## config.mk

```make
export PLATFORM = sky130hd
export DESIGN_NAME = stall_valid_pipeline
export DESIGN_NICKNAME = d
export VERILOG_FILES = /design/src/rtl/stall_valid_pipeline.sv
export SDC_FILE = /design/constraint.sdc
export NUM_CORES = 1
export LEC_CHECK = 0
export ABC_AREA = 1
export CAP_MARGIN = 40
export CORE_UTILIZATION = 50
export CTS_CLUSTER_SIZE = 24
export DETAILED_ROUTE_END_ITERATION = 10
export GPL_ROUTABILITY_DRIVEN = 0
export MAX_ROUTING_LAYER = met4
export PLACE_DENSITY = 0.8
export SLEW_MARGIN = 20
export SYNTH_ARGS = -nofsm -noshare
export SYNTH_HDL_FRONTEND = slang
export SYNTH_SLANG_ARGS = --single-unit
```

## constraint.sdc

```tcl
create_clock -name clk -period 3.5 [get_ports clk]
set_input_delay 0.35 -clock clk [delete_from_list [all_inputs] [get_ports clk]]
set_output_delay 0.35 -clock clk [all_outputs]
set_load 0.03 [all_outputs]
```

## src/rtl/stall_valid_pipeline.sv

```systemverilog
// Elastic register pipeline: STAGES payload registers with per-stage valid bits.
// Stages advance independently so bubbles collapse while the output is stalled.
module stall_valid_pipeline #(
    parameter int STAGES = 7,
    parameter int WIDTH  = 16,
    parameter int CW     = 3
) (
    input  logic             clk,
    input  logic             aclr,
    input  logic             in_valid,
    input  logic [WIDTH-1:0] in_data,
    output logic             in_ready,
    output logic             out_valid,
    output logic [WIDTH-1:0] out_data,
    input  logic             out_ready,
    input  logic             flush,
    output logic [CW-1:0]    occupancy
);

    // Handshake: a beat moves on a rising edge exactly when valid and ready are
    // both high in the cycle before it; valid never waits on ready, and a
    // flush cycle transfers nothing in either direction.

    logic [STAGES-1:0] v;
    logic [STAGES-1:0] v_next;
    logic [STAGES-1:0] adv;
    logic [STAGES-1:0] low_mask;
    logic [WIDTH-1:0]  d [STAGES];
    logic [CW-1:0]     occ_next;

    // Stage i may advance when any stage from i up to the output is empty, or
    // the output drains; this closed form avoids a chained combinational loop.
    always_comb begin
        adv      = '0;
        low_mask = '0;
        for (int i = 0; i < STAGES; i++) begin
            adv[i]      = out_ready | ~(&(v | low_mask));
            low_mask[i] = 1'b1;
        end
    end

    always_comb begin
        v_next    = v;
        v_next[0] = adv[0] ? in_valid : v[0];
        for (int i = 1; i < STAGES; i++) begin
            if (adv[i]) begin
                v_next[i] = v[i-1];
            end
        end
    end

    always_comb begin
        occ_next = '0;
        for (int i = 0; i < STAGES; i++) begin
            occ_next = occ_next + CW'(v_next[i]);
        end
    end

    assign in_ready  = adv[0] & ~flush;
    assign out_valid = v[STAGES-1] & ~flush;
    assign out_data  = d[STAGES-1];

    // Payload only moves behind a valid bit, so empty stages keep stale data.
    always_ff @(posedge clk or posedge aclr) begin
        if (aclr) begin
            v         <= '0;
            occupancy <= '0;
            for (int i = 0; i < STAGES; i++) begin
                d[i] <= '0;
            end
        end else if (flush) begin
            v         <= '0;
            occupancy <= '0;
        end else begin
            v         <= v_next;
            occupancy <= occ_next;
            if (adv[0] && in_valid) begin
                d[0] <= in_data;
            end
            for (int i = 1; i < STAGES; i++) begin
                if (adv[i] && v[i-1]) begin
                    d[i] <= d[i-1];
                end
            end
        end
    end

endmodule

```

# After elaboration in Yosys (flattened, before gate mapping)
# Index checks and enable logic that the tools add are counted.
# word_totals
register_bits	122
latchBits	0
n_memories	0
ramBits	0
output_inout_bits	21
word_cells	61
romBits	0
# classes
reduce_logical	20
div	0
n_eq_ne	0
n_bitwise	17
n_mux	9
addsub	6
shifts	0
multipliers	0
magnitude_cmp	0
# op_table
cell	count
2-bit AND reduction	8
3-bit by 1-bit adder with 3-bit output	4
1-bit NOT	8
1-bit logical AND	7
1-bit 2-to-1 mux	7
7-bit 2-to-1 mux	1
1-bit OR	7
7-bit AND reduction	1
6-bit AND reduction	1
5-bit AND reduction	1
4-bit AND reduction	1
2-bit by 1-bit adder with 3-bit output	1
3-bit 2-to-1 mux	1
3-bit AND reduction	1
1-bit by 1-bit adder with 2-bit output	1
1-bit AND	2

# Depth between registers and ports, before layout
# depth
ltp_word	11
mapped_depth	14
ltp_nobuf	13

# Worst setup path after synthesis
# OpenSTA, ideal clock, no wires.
# synth_path
path_type	flip-flop to flip-flop
startpoint	register v[5]
endpoint	register occupancy[1]
required_time_ps	3428
path_slack_ps	349
synth_period_minus_slack_ps	3151
path_stages_with_launch	15
arrival_time_ps	3079
path_buffers	2
cell_sequence	dfrtp_1 > nand2_1 > nor2_1 > nand3_1 > buf_2 > buf_2 > nand2_1 > fa_1 > inv_1 > fa_1 > inv_1 > fa_1 > inv_1 > fa_1 > nor2_1
# synth_between
elab_chain_len	11
word_cells_on_any_way	32
# synth_rtl
element	line_no	rtl
start: declaration	24	logic [STAGES-1:0] v;
start signal: assignment	75	v <= v_next;
7-bit AND reduction or 6-bit AND reduction (tied branches)	37	adv[i] = out_ready | ~(&(v | low_mask));
1-bit NOT	37	
1-bit OR	37	
1-bit 2-to-1 mux (on tied branches)	44, 46	
1-bit by 1-bit adder with 2-bit output	55	occ_next = occ_next + CW'(v_next[i]);
2-bit by 1-bit adder with 3-bit output	55	
3-bit by 1-bit adder with 3-bit output (3 in series)	55	
3-bit by 1-bit adder with 3-bit output *	55	
3-bit 2-to-1 mux *	71	end else if (flush) begin
end signal: assignment	76	occupancy <= occ_next;
end: declaration	17	output logic [CW-1:0] occupancy
# Every way passes the cells marked *; elsewhere a longest branch is shown, timed or not.
# A chain may end at the register's enable or synchronous reset.

# Worst setup path in the final report
# Ends and elaborated chain as after synthesis.

==> flow_metrics.env <==
export IMPL_met1_usage_pct=20.79
export IMPL_period_share_pct=85.58
export IMPL_wire_per_inst_um=11.74
export IMPL_finalSetupTns_ns=0
export IMPL_ctsHoldBuffers=0
export IMPL_grt_max_degree=49
export IMPL_r2r_cells=12
export IMPL_viasPerCell=4.791
export IMPL_worstSetupStartpointType="register"
export IMPL_nFillCells=837
export IMPL_post_cts_buffers=0
export IMPL_path_buf_inv=3
export IMPL_antenna_found_initial=0
export IMPL_portBuffers=41
export IMPL_initial_core_util_pct=51.69
export IMPL_antenna_left=0
export IMPL_drc=0
export IMPL_final_seq_area_sq_um=3053
export IMPL_synth_area_sq_um=5052
export IMPL_max_cap_violations=0
export IMPL_cp_common_cell="fa_1"
export IMPL_worst_pin_slew_ns=0.6588
export IMPL_reg2reg_slack_ns=0.50
export IMPL_yosys_top_cells_area="dfrtp_1 (60%), nand2_1 (13%), nand3_1 (5.3%), inv_1 (3.6%), o21ai_0 (3.2%)"
export IMPL_final_util_pct=62.02
export IMPL_r2r_end="occupancy[1]"
export IMPL_die_h_um=102.5
export IMPL_place_ws_ns=0.004337
export IMPL_ys_seq_area_share_pct=60.43
export IMPL_cp_slowest_stage_delay_ns=0.55
export IMPL_synth_seq_cells=122
export IMPL_met2_usage_pct=34.00
export IMPL_syn_instance_count=548
export IMPL_cts_tree="yes"
export IMPL_num_vias=3464
export IMPL_nNetsFinal=602
export IMPL_cts_sinks=122
export IMPL_root_buffer="clkbuf_8"
export IMPL_ctsResizeCount=0
export IMPL_row_count=36
export IMPL_maxSlewHeadroom_pct=56.03
export IMPL_pwr_density_cell_nw_per_um2=643.5
export IMPL_post_synth_top_area_cell="dfrtp_1"
export IMPL_yosysTopAreaCellShare_pct=60.43
export IMPL_dieWidth_um=102.5
export IMPL_design_area_sq_um=6062
export IMPL_multi_input_area_sq_um=1544
export IMPL_core_sq_um=9774
export IMPL_synth_cell_types=20
export IMPL_rsz0062_at_grt="no"
export IMPL_first_pass_iters=4
export IMPL_drt_wl_total_um=8489
export IMPL_grt_total_usage_pct=19.42
export IMPL_crit_type="register to register"
export IMPL_cp_data_required_time_ns=3.94
export IMPL_worstPathCellList="nand2_1, nor2_4, nand2_2, nand2_1, fa_1, inv_1, fa_1, inv_1, fa_1, inv_1, fa_1, nor2_1"
export IMPL_peakVddDrop_uv=299.3
export IMPL_layout_drive_gt1_share_pct=9.492
export IMPL_clk_insertion_delay_late_ns=0.51
export IMPL_finalHoldViolCount=0
export IMPL_top_usage_layer="met2"
export IMPL_worstPathMaxFanout=5
export IMPL_hp_class="input port to asynchronous set/reset pin"
export IMPL_grt_pass1_wl_um=15020
export IMPL_syn_nets=573
export IMPL_cpMaxStageDelayCell="fa_1"
export IMPL_arrival_ns=3.44
export IMPL_cts_clk_slew_worst_paths_ns=0.06
export IMPL_drt_iter0_drc=135
export IMPL_htreeDepth=4
export IMPL_critPathCaptureType="register"
export IMPL_area_growth_pct=19.99
export IMPL_grt_overflow_total=0
export IMPL_leakagePower_nw=3.065
export IMPL_die_area_sq_um=10510
export IMPL_dpl_cell_area_sq_um=5468
export IMPL_min_period_ns=2.995
export IMPL_met3_usage_pct=5.763
export IMPL_io_pins=42
export IMPL_hpwl_um=5653
export IMPL_status="finished clean"
export IMPL_cts_made_buffers=17
export IMPL_clock_skew_ns=0.01097
export IMPL_reg2reg_from="v[5]"
export IMPL_slew_viol_final=0
export IMPL_setup_viol=0
export IMPL_setup_ws_ns=0.5046
export IMPL_clock_fmax_mhz=333.8
export IMPL_antenna_cells=0
export IMPL_yosysWarnings=0
export IMPL_syn_area_per_cell_sq_um=9.220
export IMPL_grt_pass1_vias=3490
export IMPL_crit_family="adder cells"
export IMPL_ctsLongestPathBuffers=2
==> power by group <==
| group | total, mW | internal (mW) | switching (mW) |
|---|---|---|---|
| Clock | 1.70 | 1.08 | 0.621 |
| Sequential | 1.75 | 1.64 | 0.114 |
| Combinational | 0.455 | 0.184 | 0.270 |
==> placed cells by master, fill, tap and decap left out, drive strengths merged <==
cell type      instances
nand4                 16
nand2                176
buf                   12
dfrtp                122
clkdlybuf4s50         41
o21ai                 32
a21oi                 22
fa                     4
clkbuf                20
bufinv                 2
nand3                 54
clkinv                 3
inv                   51
nor2                  30
clkinvlp               5
==> kinds of logic after synthesis <==
group / share of synthesized area [%]
AO/OA/AOI/OAI: 5.349
AND/OR/NAND/NOR: 23.63
buffers and inverters: 9.014
flip-flops: 60.43
adder cells (fa/ha/maj): 1.585
==> state kept, by name, indices dropped and copies added (netlist names) <==
name,cells
d,96
out_data,16
v,7
occupancy,3
==> layout make-up <==
cell class	instances	area share, %
Multi-Input combinational cell	334	25.47
Inverter	49	3.096
Tap cell	133	2.745
Timing Repair Buffer	53	8.524
Sequential cell	122	50.36
Clock inverter	12	2.291
Clock buffer	20	7.513
==> Yosys cell counts <==
library cell / count
nand2_1: 171
dfrtp_1: 122
nand3_1: 53
inv_1: 48
o21ai_0: 32
nor2_1: 26
a21oi_1: 22
buf_4: 21
nand4_1: 16
buf_2: 13
clkbuf_1: 5
fa_1: 4
nand2_2: 3
nor2_2: 3
buf_1: 2
buf_6: 2
nand2_4: 2
inv_2: 1
nand3_4: 1
nor2_4: 1
==> worst max path at each step <==
| stage | startpoint | to | cells past startpoint |
|---|---|---|---|
| after floorplan | v[5] | occupancy[1] | 14 |
| after detailed placement | out_ready | occupancy[1] | 14 |
| after CTS | v[5] | occupancy[1] | 12 |
| after global routing | v[5] | occupancy[1] | 12 |
| after global placement | out_ready | occupancy[1] | 14 |
| final | v[5] | occupancy[1] | 12 |
==> per-layer routing <==
metal | part of all wire [%] | vias to the layer above | wire, um
met3 | 3.1 | 0 | 266
met2 | 53 | 65 | 4469
met1 | 44 | 1612 | 3753
met4 | 0 | 0 | 0
met5 | 0 | - | 0
li1 | - | 1787 | -
==> per-stage QoR <==
stage               hold slack (ns)  std cells  power, mW
finish                       0.1724        723      3.901
global route                 0.1773        723      4.093
CTS                          0.1567        723      3.943
detailed placement           0.4596        691      2.223
global placement             0.4551        690      2.187
floorplan                    0.4419        548      2.094
Power figures use the tool's default switching activity.
